===== config.mk =====
export PLATFORM = sky130hd
export DESIGN_NAME = uart_rx_frame_ctrl_flat
export DESIGN_NICKNAME = d
export VERILOG_FILES = /design/src/rtl/uart_rx_frame_ctrl_if.sv /design/src/rtl/uart_rx_frame_ctrl.sv /design/src/flat_wrapper.sv
export SDC_FILE = /design/constraint.sdc
export NUM_CORES = 1
export LEC_CHECK = 0
export ABC_AREA = 1
export CAP_MARGIN = 25
export CORE_MARGIN = 2
export CORE_UTILIZATION = 45
export CTS_CLUSTER_SIZE = 14
export DETAILED_ROUTE_END_ITERATION = 10
export GPL_ROUTABILITY_DRIVEN = 1
export HOLD_SLACK_MARGIN = 0.02
export PLACE_DENSITY = 0.8
export SYNTH_ARGS = -nofsm -noshare
export SYNTH_HDL_FRONTEND = slang
export SYNTH_SLANG_ARGS = --single-unit
export TNS_END_PERCENT = 50

===== constraint.sdc =====
create_clock -name CLK_x16 -period 2.35 [get_ports CLK_x16]
set_clock_uncertainty 0.1 [all_clocks]
set_input_delay 0.235 -clock CLK_x16 [delete_from_list [all_inputs] [get_ports CLK_x16]]
set_output_delay 0.235 -clock CLK_x16 [all_outputs]
set_load 0.05 [all_outputs]

===== src/rtl/uart_rx_frame_ctrl_if.sv =====
// Byte-level delivery port of the UART receive frame controller.
// Valid/ready: the controller (master) raises VALID with DATA, FRAME_ERR and
// PARITY_ERR stable; the byte transfers on a rising edge where VALID && READY.
// While VALID is high and READY is low, the held contents never change.
interface uart_rx_frame_ctrl_if #(
  parameter int DATA_BITS = 8
);
  logic [DATA_BITS-1:0] DATA;
  logic                 VALID;
  logic                 READY;
  logic                 FRAME_ERR;
  logic                 PARITY_ERR;

  modport master (
    output DATA,
    output VALID,
    output FRAME_ERR,
    output PARITY_ERR,
    input  READY
  );

  modport slave (
    input  DATA,
    input  VALID,
    input  FRAME_ERR,
    input  PARITY_ERR,
    output READY
  );
endinterface


===== src/rtl/uart_rx_frame_ctrl.sv =====
// UART receive frame controller on the 16x oversampling clock.
// Samples RXD at mid-bit, sequences start/data/parity/stop and hands each
// completed frame to a single-entry holding register (valid/ready port).
// A frame completing while the held byte is still unaccepted is dropped and
// flagged with a one-cycle OVERRUN pulse.
module uart_rx_frame_ctrl #(
  parameter int DATA_BITS  = 8,
  parameter int PARITY_EN  = 0,
  parameter int PARITY_ODD = 0
) (
  input  logic                 CLK_x16,
  input  logic                 RST,
  input  logic                 RXD,
  uart_rx_frame_ctrl_if.master rx_if,
  output logic                 OVERRUN,
  output logic                 BUSY,
  output logic [2:0]           state_dbg_o
);

  localparam logic [2:0] ST_IDLE      = 3'd0;
  localparam logic [2:0] ST_START     = 3'd1;
  localparam logic [2:0] ST_DATA      = 3'd2;
  localparam logic [2:0] ST_PARITY    = 3'd3;
  localparam logic [2:0] ST_STOP      = 3'd4;
  localparam logic [2:0] ST_WAIT_HIGH = 3'd5;

  localparam logic [2:0] LAST_IDX = 3'(DATA_BITS - 1);

  logic                 sync1_q, sync2_q;
  logic                 rxd_s;
  logic [2:0]           state_q, state_d;
  logic [3:0]           tick_q, tick_d;
  logic [2:0]           idx_q, idx_d;
  logic [DATA_BITS-1:0] shift_q, shift_d;
  logic                 par_q, par_d;
  logic [DATA_BITS-1:0] data_q, data_d;
  logic                 valid_q, valid_d;
  logic                 fe_q, fe_d;
  logic                 pe_q, pe_d;
  logic                 ovr_q, ovr_d;
  logic                 done;
  logic                 frame_fe;
  logic                 frame_pe;

  assign rxd_s = sync2_q;

  // Two-flop synchronizer for the asynchronous line; resets to idle-high.
  always_ff @(posedge CLK_x16) begin
    if (RST) begin
      sync1_q <= 1'b1;
      sync2_q <= 1'b1;
    end else begin
      sync1_q <= RXD;
      sync2_q <= sync1_q;
    end
  end

  // Frame sequencing and holding-register next-state logic.
  always_comb begin
    state_d = state_q;
    tick_d  = tick_q;
    idx_d   = idx_q;
    shift_d = shift_q;
    par_d   = par_q;
    data_d  = data_q;
    valid_d = valid_q;
    fe_d    = fe_q;
    pe_d    = pe_q;
    ovr_d   = 1'b0;
    done    = 1'b0;

    // The tick only runs while a bit is being timed.
    if (state_q != ST_IDLE && state_q != ST_WAIT_HIGH) begin
      tick_d = tick_q + 4'd1;
    end

    case (state_q)
      ST_IDLE: begin
        if (!rxd_s) begin
          state_d = ST_START;
          tick_d  = 4'd0;
        end
      end
      ST_START: begin
        if (tick_q == 4'd7 && rxd_s) begin
          state_d = ST_IDLE;   // glitch shorter than half a bit
        end else if (tick_q == 4'd15) begin
          state_d = ST_DATA;
          idx_d   = 3'd0;
        end
      end
      ST_DATA: begin
        if (tick_q == 4'd7) begin
          // Shift in at the MSB so the first bit lands at bit 0.
          shift_d = {rxd_s, shift_q[DATA_BITS-1:1]};
        end
        if (tick_q == 4'd15) begin
          if (idx_q == LAST_IDX) begin
            state_d = (PARITY_EN != 0) ? ST_PARITY : ST_STOP;
          end else begin
            idx_d = idx_q + 3'd1;
          end
        end
      end
      ST_PARITY: begin
        if (tick_q == 4'd7) begin
          par_d = rxd_s;
        end
        if (tick_q == 4'd15) begin
          state_d = ST_STOP;
        end
      end
      ST_STOP: begin
        // Leave at mid-stop-bit to leave margin for the next start bit.
        if (tick_q == 4'd7) begin
          done    = 1'b1;
          state_d = rxd_s ? ST_IDLE : ST_WAIT_HIGH;
        end
      end
      ST_WAIT_HIGH: begin
        // A break or stuck-low line must go high before re-arming.
        if (rxd_s) begin
          state_d = ST_IDLE;
        end
      end
      default: begin
        state_d = ST_IDLE;
      end
    endcase

    frame_fe = !rxd_s;
    frame_pe = (PARITY_EN != 0) &&
               ((^shift_q ^ par_q) != (PARITY_ODD != 0));

    if (done) begin
      if (!valid_q || rx_if.READY) begin
        data_d  = shift_q;
        fe_d    = frame_fe;
        pe_d    = frame_pe;
        valid_d = 1'b1;
      end else begin
        ovr_d = 1'b1;         // held byte wins; new frame is lost
      end
    end else if (valid_q && rx_if.READY) begin
      valid_d = 1'b0;
    end
  end

  // State, counters and holding register; reset aborts any frame in flight.
  always_ff @(posedge CLK_x16) begin
    if (RST) begin
      state_q <= ST_IDLE;
      tick_q  <= 4'd0;
      idx_q   <= 3'd0;
      shift_q <= '0;
      par_q   <= 1'b0;
      data_q  <= '0;
      valid_q <= 1'b0;
      fe_q    <= 1'b0;
      pe_q    <= 1'b0;
      ovr_q   <= 1'b0;
    end else begin
      state_q <= state_d;
      tick_q  <= tick_d;
      idx_q   <= idx_d;
      shift_q <= shift_d;
      par_q   <= par_d;
      data_q  <= data_d;
      valid_q <= valid_d;
      fe_q    <= fe_d;
      pe_q    <= pe_d;
      ovr_q   <= ovr_d;
    end
  end

  assign rx_if.DATA       = data_q;
  assign rx_if.VALID      = valid_q;
  assign rx_if.FRAME_ERR  = fe_q;
  assign rx_if.PARITY_ERR = pe_q;
  assign OVERRUN          = ovr_q;
  assign BUSY             = (state_q != ST_IDLE);
  assign state_dbg_o      = state_q;

endmodule


===== src/flat_wrapper.sv =====
// flat-port wrapper written by rule: the top's interface ports become plain ports
module uart_rx_frame_ctrl_flat 
#(
  parameter int DATA_BITS  = 8,
  parameter int PARITY_EN  = 0,
  parameter int PARITY_ODD = 0
)
  (CLK_x16, RST, RXD, OVERRUN, BUSY, state_dbg_o, rx_if_DATA, rx_if_VALID, rx_if_FRAME_ERR, rx_if_PARITY_ERR, rx_if_READY);
  uart_rx_frame_ctrl_if #(.DATA_BITS(DATA_BITS)) rx_if_i ();
  input  logic CLK_x16;
  input  logic RST;
  input  logic RXD;
  output logic OVERRUN;
  output logic BUSY;
  output logic [2:0] state_dbg_o;
  output wire logic [$bits(rx_if_i.DATA)-1:0] rx_if_DATA;
  output wire logic [$bits(rx_if_i.VALID)-1:0] rx_if_VALID;
  output wire logic [$bits(rx_if_i.FRAME_ERR)-1:0] rx_if_FRAME_ERR;
  output wire logic [$bits(rx_if_i.PARITY_ERR)-1:0] rx_if_PARITY_ERR;
  input wire logic [$bits(rx_if_i.READY)-1:0] rx_if_READY;
  assign rx_if_DATA = rx_if_i.DATA;
  assign rx_if_VALID = rx_if_i.VALID;
  assign rx_if_FRAME_ERR = rx_if_i.FRAME_ERR;
  assign rx_if_PARITY_ERR = rx_if_i.PARITY_ERR;
  assign rx_if_i.READY = rx_if_READY;
  uart_rx_frame_ctrl #(.DATA_BITS(DATA_BITS), .PARITY_EN(PARITY_EN), .PARITY_ODD(PARITY_ODD)) u_core (.CLK_x16(CLK_x16), .RST(RST), .RXD(RXD), .rx_if(rx_if_i), .OVERRUN(OVERRUN), .BUSY(BUSY), .state_dbg_o(state_dbg_o));
endmodule

==> run metrics, run 1 <==
clock slew at reported path FFs=~0.090 ns; outcome=finished clean; final-report setup violation count=0; fill count=about 280; Crit path required time=just over 2 ns; Async SR Flop Fraction=0%; Slew Viols, Final=0; fin crit share=a little over nine tenths; drt pass-1 iters=6; Worst IR Drop VDD=approximately 0.00043 V; PwrDens=~990 nW/um^2; Synth Flop Type=dfxtp_1; crit path kind=flip-flop to output port; via count=1201; Tightest Pin Transition=between 0.5 and 0.6 ns; Initial Util=a little under half; Worst setup SP type=flip-flop; Synth area leaders=dfxtp_1 44%, nor2_1 12%, o21ai_0 7.2%, nand2_1 5.6%, nand3_1 3.9%; largest net degree at the start of global routing=18; Peak Freq=between 400 and 500 MHz; initial antenna violation count=0; DR DRC count=0; n_diodes=0; number of core rows=20; ANT nets after route=0; Post-Layout Cell Count=about 240; Avg Vias per Cell=~5; number of cells after detailed placement=234; DRT Wirelength=about 2500 um; H-Tree Depth=2; Reg area=620.6 um^2; RePlAce Congestion=a little over 0.9; vias in the first global route=slightly below 1000; GRT Util Overall=16.22%; synthesized area=between 1000 and 1500 um^2; die area=3565 um^2; Hold EP=u_core.rxd_s; minimum clock period=2.214 ns; Syn-to-layout area delta=18.91%; synthesized flop and latch total=31; worst skew pair latency=around 0.32 ns; CTS tree=built; cell area after layout=1660 um^2; cts hold-fix bufs=0; CP endpoint kind=output port; number of flops mapped to enable cells by yosys=0; total negative slack=0 ns; WL/cell=10.20 um; post-synth top area share=roughly 44%; Hold Crit Class=flip-flop to flip-flop; Lkg Pwr=0.6907 nW; First DRT Iteration DRCs=76; Hold Vio Cnt, Final=0; TritonCTS Buffers=5; PortBufs=18; placement-stage cell area=~1600 um^2; die height=between 50 and 60 um; relative slew slack=about two thirds; post_cts resized=0; WHS=between 0.3 and 0.4 ns; Seq/Total Area, Yosys=44.44%; global-route wire length before repair=about 4300 um; global route overflow=0; Worst Hold Depth=1; post-synth cell types=28; Syn Area/Cell=roughly 7.5 um^2; number of max-cap violations=0; post-synthesis instance total=approximately 190; maximum fanout along the worst path=10; nets=215; reg-to-reg critical path endpoint=u_core.idx_q[2]; CTS Sinks=31; multi-input logic area=685.7 um^2; setup bufs post-CTS=0; R2R depth=6; Synth Warn #=0; data arrival time of the worst path=approximately 1.9 ns; hold_sp=u_core.sync1_q; DP HPWL=around 1800 um; DIE WIDTH=59.71 um; Root Driver=clkbuf_4; Core Box Area=3003 um^2; Yosys top cell by area=dfxtp_1; internal reg-to-reg setup slack=0.70 ns; Clock Tree Buf Depth=2; syn_nets=approximately 190; fraction of layout cells with a size suffix above 1=around 14%; R2R Path Start=u_core.tick_q[1]; RSZ-0062 raised after global routing=no; top-level I/O count=20
[registers in the layout (all words and copies together), names as in the netlist, 3 cells and up]
| name | cells |
|---|---|
| u_core.shift_q | 8 |
| u_core.rx_if.DATA | 8 |
| u_core.tick_q | 4 |
| u_core.state_dbg_o | 3 |
| u_core.idx_q | 3 |
[kinds of logic (layout without fill, tap and decap cells)]
family | count (synthesis) | count (layout) | share of synthesized area [%]
AOI/OAI and AO/OA | 31 | 31 | 12.10
adders and majority gates | 3 | 3 | 2.688
buffers and inverters | 22 | 44 | 6.451
DFF | 31 | 31 | 44.44
other | 1 | 1 | 0.2686
and+or+nand+nor | 98 | 98 | 34.05
[how the worst max path moves through the flow]
stage                                      from               end  depth (start not counted)
after floorplan           u_core.state_dbg_o[2]  u_core.tick_q[3]                          8
after global placement    u_core.state_dbg_o[2]              BUSY                          3
after detailed placement  u_core.state_dbg_o[2]              BUSY                          3
after CTS                 u_core.state_dbg_o[2]              BUSY                          3
after global routing      u_core.state_dbg_o[2]              BUSY                          3
final                     u_core.state_dbg_o[2]              BUSY                          3
[report_power, final]
group	internal [mW]	switching (mW)	leakage (nW)
Combinational	0.230	0.466	0.405
Clock	0.138	0.174	0.0341
Sequential	0.568	0.0626	0.251
Total	0.937	0.703	0.691
[Yosys cell counts, types with 2 or more instances]
library cell and number:
ha_1 3, buf_2 2, nor2_2 5, inv_1 14, nand3_1 11, nand2_1 21, inv_2 3, nor2_1 44
nor2_4 3, nand3_2 3, dfxtp_1 31, or2_2 2, o21ai_0 20, nand4_1 5, a21oi_1 6
[per-stage QoR]
stage	util [%]	total power, mW	setup WS [ns]
6_report	55.29	1.640	0.1355
5_1_grt	55.29	1.770	0.01068
4_1_cts	55.29	1.648	0.1253
3_5_place_dp	53.42	1.335	0.4947
3_3_place_gp	53.42	1.331	0.5152
2_1_floorplan	-	1.189	0.2862
[cells in the final DEF (no fill, tap or decap), types with 2 or more instances in the layout]
master | netlist | final
a21oi_1 | 6 | 6
clkbuf_4 | 0 | 5
clkdlybuf4s50_1 | 0 | 18
clkinv_2 | 1 | 2
dfxtp_1 | 31 | 31
ha_1 | 3 | 3
inv_1 | 14 | 14
inv_2 | 3 | 3
nand2_1 | 21 | 21
nand3_1 | 11 | 11
nand3_2 | 3 | 3
nand4_1 | 5 | 5
nor2_1 | 44 | 44
nor2_2 | 5 | 5
nor2_4 | 3 | 3
o21ai_0 | 20 | 20
or2_2 | 2 | 2
[area by class of cell]
cell class	instances	share of cell area, %
Timing Repair Buffer	19	11.30
Inverter	18	4.145
Tap cell	33	2.487
Multi-Input combinational cell	133	41.30
Clock inverter	1	0.3014
Clock buffer	6	3.090
Sequential cell	31	37.38
[metal layers]
metal	wire [um]	track usage, %
met1	1270	22.51
met2	1030	22.05
met3	115	6.710
met4	42	6.667
met5	0	0
[worst max-delay path, cell delays in order, from the launching register on]
cell and delay [ns]:
dfxtp_1 0.53, inv_2 0.12, nand2_1 0.10, clkdlybuf4s50_1 0.80
No activity file was read; power rests on OpenSTA's default activity.
==> inputs of run 2 (changes only) <==
Settings changed: CORE_MARGIN 2 to not set, SLEW_MARGIN set to 20.
==> run 2 against run 1 <==
- the flow now finishes with violations (DRC)
- core utilization grew 4.1 points
- first-iteration DRC count fell by 38%
- via count decreased by 0.25%
- register-to-register slack about the same
- sequential share of layout area fell by 0.77 points
- die area decreased by 6.6%
- largest cell class unchanged
==> run metrics, run 2 (synthesized netlist as in run 1, its figures left out) <==
Slew Viols, Final=0 (unchanged); failing checks=DRC; Post-Layout Cell Count=239 (-0.83%); worst skew pair latency=0.33 ns (about the same); fin crit share=94.28% (about the same); maximum fanout along the worst path=10 (unchanged); Internal Pwr Total=1.129 mW (+21%); Core Box Area=2853 um^2 (-5.0%); crit path kind=flip-flop to output port; switch share=39.08% (-3.8 points); Lkg Pwr=0.7042 nW (+2.0%); Tightest Pin Transition=0.5214 ns (+0.01762 ns); hold_sp=u_core.sync1_q; RePlAce Congestion=0.7616 (-17%); initial antenna violation count=0 (unchanged); die area=3330 um^2 (-6.6%); vias in the first global route=1009 (+4.8%); fraction of layout cells with a size suffix above 1=13.46% (-0.48 points); n_diodes=0 (unchanged); minimum clock period=2.215 ns (+0.001021 ns); placement-stage cell area=1594 um^2 (-0.62%); H-Tree Depth=2 (unchanged); PortBufs=18 (unchanged); commonest non-fill, non-tap cell in the layout=nor2_1; Flop pwr share=34.1% (-4.4 points); Worst IR Drop VDD=0.0008301 V (+93%); Hold EP=u_core.rxd_s; Syn-to-layout area delta=21.42%; crit-path cells=inv_2 > nand2_1 > clkdlybuf4s50_1; largest net degree at the start of global routing=23 (+5); DRT Wirelength=2522 um (+2.6%); cts hold-fix bufs=0 (unchanged); global route overflow=0 (unchanged); WHS=0.3002 ns (-0.02262 ns); max incr delay on CP=0.80 ns (about the same); cell area after layout=1695 um^2 (+2.1%); Root Driver=clkbuf_4; DR DRC count=3 (+3); die height=57.71 um (-3.3%); CTS Sinks=31 (unchanged); CTS tree=built; reg-to-reg critical path endpoint=u_core.rx_if.FRAME_ERR; DIE WIDTH=57.71 um (-3.3%); fin worst setup slack=0.1345 ns (-0.001021 ns); PwrDens=1093 nW/um^2 (+11%); Overall Power=1.854 mW (+13%); Logic pwr share=38.0% (-4.5 points); RSZ-0062 raised after global routing=no; number of core rows=19 (-5.0%); most frequent cells in the layout=44 x nor2_1, 31 x dfxtp_1, 21 x nand2_1; setup bufs post-CTS=0 (unchanged); TritonCTS Buffers=5 (unchanged); global-route wire length before repair=4333 um (+1.5%); top-level I/O count=20 (unchanged); Reg area=620.6 um^2 (unchanged); R2R depth=7 (+1); slowest CP cell=clkdlybuf4s50_1; DP HPWL=1775 um (+1.3%); Clk pwr share=28.0% (+8.9 points); via count=1198 (-0.25%); nets=214 (-0.47%); Util after Layout=59.43% (+4.1 points); drt pass-1 iters=7 (+1); First DRT Iteration DRCs=47 (-38%); WL/cell=10.55 um (+3.4%); Peak Freq=451.4 MHz (about the same); ANT nets after route=0 (unchanged); GRT Util Overall=17.18% (+0.96 points); number of cells after detailed placement=231 (-1.3%); Clock Tree Buf Depth=2 (unchanged); Worst Hold Depth=1 (unchanged); R2R Path Start=u_core.tick_q[1]; CP startpoint=u_core.state_dbg_o[2]; Initial Util=48.95% (+2.4 points); Net Sw Power=0.7246 mW (+3.1%); Avg Vias per Cell=5.013 (+0.58%); internal reg-to-reg setup slack=0.70 ns (about the same); Worst setup SP type=flip-flop; final-report setup violation count=0 (unchanged); Hold Crit Class=flip-flop to flip-flop; CP endpoint kind=output port; multi-input logic area=685.7 um^2 (unchanged); Hold Vio Cnt, Final=0 (unchanged); fill count=260 (-8.1%); post_cts resized=0 (unchanged); number of max-cap violations=0 (unchanged); relative slew slack=65.13% (-1.2 points); pre-CTS setup slack=0.4970 ns (+0.002274 ns); data arrival time of the worst path=1.88 ns (about the same); outcome=finished with violations; total negative slack=0 ns (unchanged); Crit path required time=2.02 ns (about the same); clock slew at reported path FFs=0.10 ns (about the same)
## run 2: area by class of cell
cell class,instances,area share (%)
Sequential cell,31,36.61
Inverter,18,4.059
Clock buffer,6,2.435
Timing Repair Buffer,18,10.63
Clock inverter,2,3.542
Tap cell,31,2.288
Multi-Input combinational cell,133,40.44
## run 2: layer usage
layer	global-route usage (%)	up-vias	wire [um]
met5	0	-	0
met2	23.59	28	967
met1	23.88	522	1385
met4	6.122	0	33
met3	7.589	4	136
li1	-	644	-
## run 2: how the worst max path moves through the flow
stage	to	depth (start not counted)
floorplan	u_core.tick_q[3]	8
global placement	BUSY	3
detailed placement	BUSY	3
CTS	BUSY	3
global route	BUSY	3
finish	BUSY	3
## run 2: power by group through the flow
| stage | clock network, mW | registers [mW] | logic (mW) |
|---|---|---|---|
| 4_1_cts | 0.526 | 0.631 | 0.707 |
| 3_5_place_dp | 0 | 0.643 | 0.705 |
| 5_1_grt | 0.555 | 0.639 | 0.788 |
| 3_3_place_gp | 0 | 0.642 | 0.697 |
| 2_1_floorplan | 0 | 0.695 | 0.495 |
| 6_report | 0.518 | 0.632 | 0.704 |
## run 2: critical path, delay by kind of cell, from the launching register on
kind | cells | cell delay [ns]
buf+inv | 2 | 0.92
simple gates | 1 | 0.12
flops | 1 | 0.52
==> inputs of run 3 (changes only) <==
Settings changed: CTS_BUF_LIST set to sky130_fd_sc_hd__clkbuf_8.
==> run 3 against run 2 <==
- the flow still finishes with violations (DRC)
- core utilization increased by 1.1 points
- largest power group unchanged
- total power rose by 5.4%
- global-route usage grew 0.28 points
- final cell count is the same
==> run metrics, run 3 (synthesized netlist as in run 1, its figures left out) <==
Worst IR Drop VDD=0.0008259 V (-0.51%); Syn-to-layout area delta=23.66%; Crit path required time=2.02 ns (about the same); RePlAce Congestion=0.7616 (unchanged); fill count=256 (-1.5%); DRT Wirelength=2541 um (+0.75%); n_diodes=0 (unchanged); Hold Vio Cnt, Final=0 (unchanged); Hold Crit Class=flip-flop to flip-flop; number of max-cap violations=0 (unchanged); cts hold-fix bufs=0 (unchanged); Root Driver=clkbuf_8; H-Tree Depth=2 (unchanged); via count=1195 (-0.25%); initial antenna violation count=0 (unchanged); crit-path cells=inv_2 > nand2_1 > clkdlybuf4s50_1; setup bufs post-CTS=0 (unchanged); post_cts resized=0 (unchanged); global-route wire length before repair=4402 um (+1.6%); failing checks=DRC; Hold EP=u_core.rxd_s; slowest CP cell=clkdlybuf4s50_1; die area=3330 um^2 (unchanged); Core Box Area=2853 um^2 (unchanged); GRT Util Overall=17.46% (+0.28 points); PwrDens=1132 nW/um^2 (+3.5%); commonest non-fill, non-tap cell in the layout=nor2_1; drt pass-1 iters=7 (unchanged); multi-input logic area=685.7 um^2 (unchanged); clock slew at reported path FFs=0.06 ns (-0.04 ns); reg-to-reg critical path endpoint=u_core.rx_if.FRAME_ERR; R2R depth=7 (unchanged); Lkg Pwr=0.7213 nW (+2.4%); DP HPWL=1775 um (unchanged); CTS tree=built; total negative slack=0 ns (unchanged); Tightest Pin Transition=0.5207 ns (-0.0006825 ns); crit path buf inv count=2 (unchanged); RSZ-0062 raised after global routing=no; Initial Util=48.95% (unchanged); outcome=finished with violations; Slew Viols, Final=0 (unchanged); Overall Power=1.955 mW (+5.4%); minimum clock period=2.165 ns (-0.05030 ns); final-report setup violation count=0 (unchanged); global route overflow=0 (unchanged); maximum fanout along the worst path=10 (unchanged); CTS Sinks=31 (unchanged); CP endpoint kind=output port; vias in the first global route=1026 (+1.7%); max incr delay on CP=0.80 ns (about the same); CP top delay family=buffers and inverters; number of core rows=19 (unchanged); Reg area=620.6 um^2 (unchanged); fin worst setup slack=0.1848 ns (+0.05030 ns); worst skew pair latency=0.28 ns (-0.05 ns); top-level I/O count=20 (unchanged); DR DRC count=3 (unchanged); pre-CTS setup slack=0.4970 ns (unchanged); ANT nets after route=0 (unchanged); fin crit share=92.14% (-2.1 points); Clock Tree Buf Depth=2 (unchanged); crit path kind=flip-flop to output port; R2R Path Start=u_core.tick_q[1]; die height=57.71 um (unchanged); Avg Vias per Cell=5.000 (-0.25%); WL/cell=10.63 um (+0.75%); fraction of layout cells with a size suffix above 1=13.46% (unchanged); DIE WIDTH=57.71 um (unchanged); First DRT Iteration DRCs=46 (-2.1%); hold_sp=u_core.sync1_q; Worst Hold Depth=1 (unchanged); Peak Freq=461.9 MHz (+2.3%); largest net degree at the start of global routing=23 (unchanged); most frequent cells in the layout=44 x nor2_1, 31 x dfxtp_1, 21 x nand2_1; Worst setup SP type=flip-flop; internal reg-to-reg setup slack=0.71 ns (about the same); relative slew slack=65.18% (about the same); nets=214 (unchanged); TritonCTS Buffers=5 (unchanged); data arrival time of the worst path=1.83 ns (-0.05 ns); PortBufs=18 (unchanged)
[run 3: cell type report]
cell class	instances	area share, %
multi-input combinational	133	39.71
sequential	31	35.94
tap	31	2.246
clock inverter	3	3.696
timing repair buffer	18	10.43
clock buffer	5	3.985
inverter	18	3.985
[run 3: per-stage QoR]
stage                     area, um^2  instances  utilization (%)  hold WS [ns]
final                           1727        239            60.53        0.3018
after global routing            1727        239            60.53        0.3228
after CTS                       1727        239            60.53        0.3045
after detailed placement        1594        231            55.88        0.2932
after global placement          1594        231            55.88        0.2941
after floorplan                 1396        186                -        0.2041
[run 3: layer usage]
metal | vias to the layer above | GRT usage (%) | share of wire [%] | wire length (um)
met5 | - | 0 | 0 | 0
met4 | 0 | 11.22 | 1.5 | 37
met3 | 4 | 4.911 | 5.4 | 138
met2 | 29 | 24.25 | 38 | 977
met1 | 520 | 23.74 | 55 | 1388
li1 | 642 | - | - | -
[run 3: report_power, final]
group | internal, mW | switching (mW)
sequential | 0.569 | 0.0638
combinational | 0.229 | 0.477
clock | 0.419 | 0.197
total | 1.22 | 0.738
[run 3: worst max-delay path by stage]
stage | from | end | depth (start not counted)
2_1_floorplan | u_core.state_dbg_o[2] | u_core.tick_q[3] | 8
3_3_place_gp | u_core.state_dbg_o[2] | BUSY | 3
3_5_place_dp | u_core.state_dbg_o[2] | BUSY | 3
4_1_cts | u_core.state_dbg_o[2] | BUSY | 3
5_1_grt | u_core.state_dbg_o[2] | BUSY | 3
6_report | u_core.state_dbg_o[2] | BUSY | 3
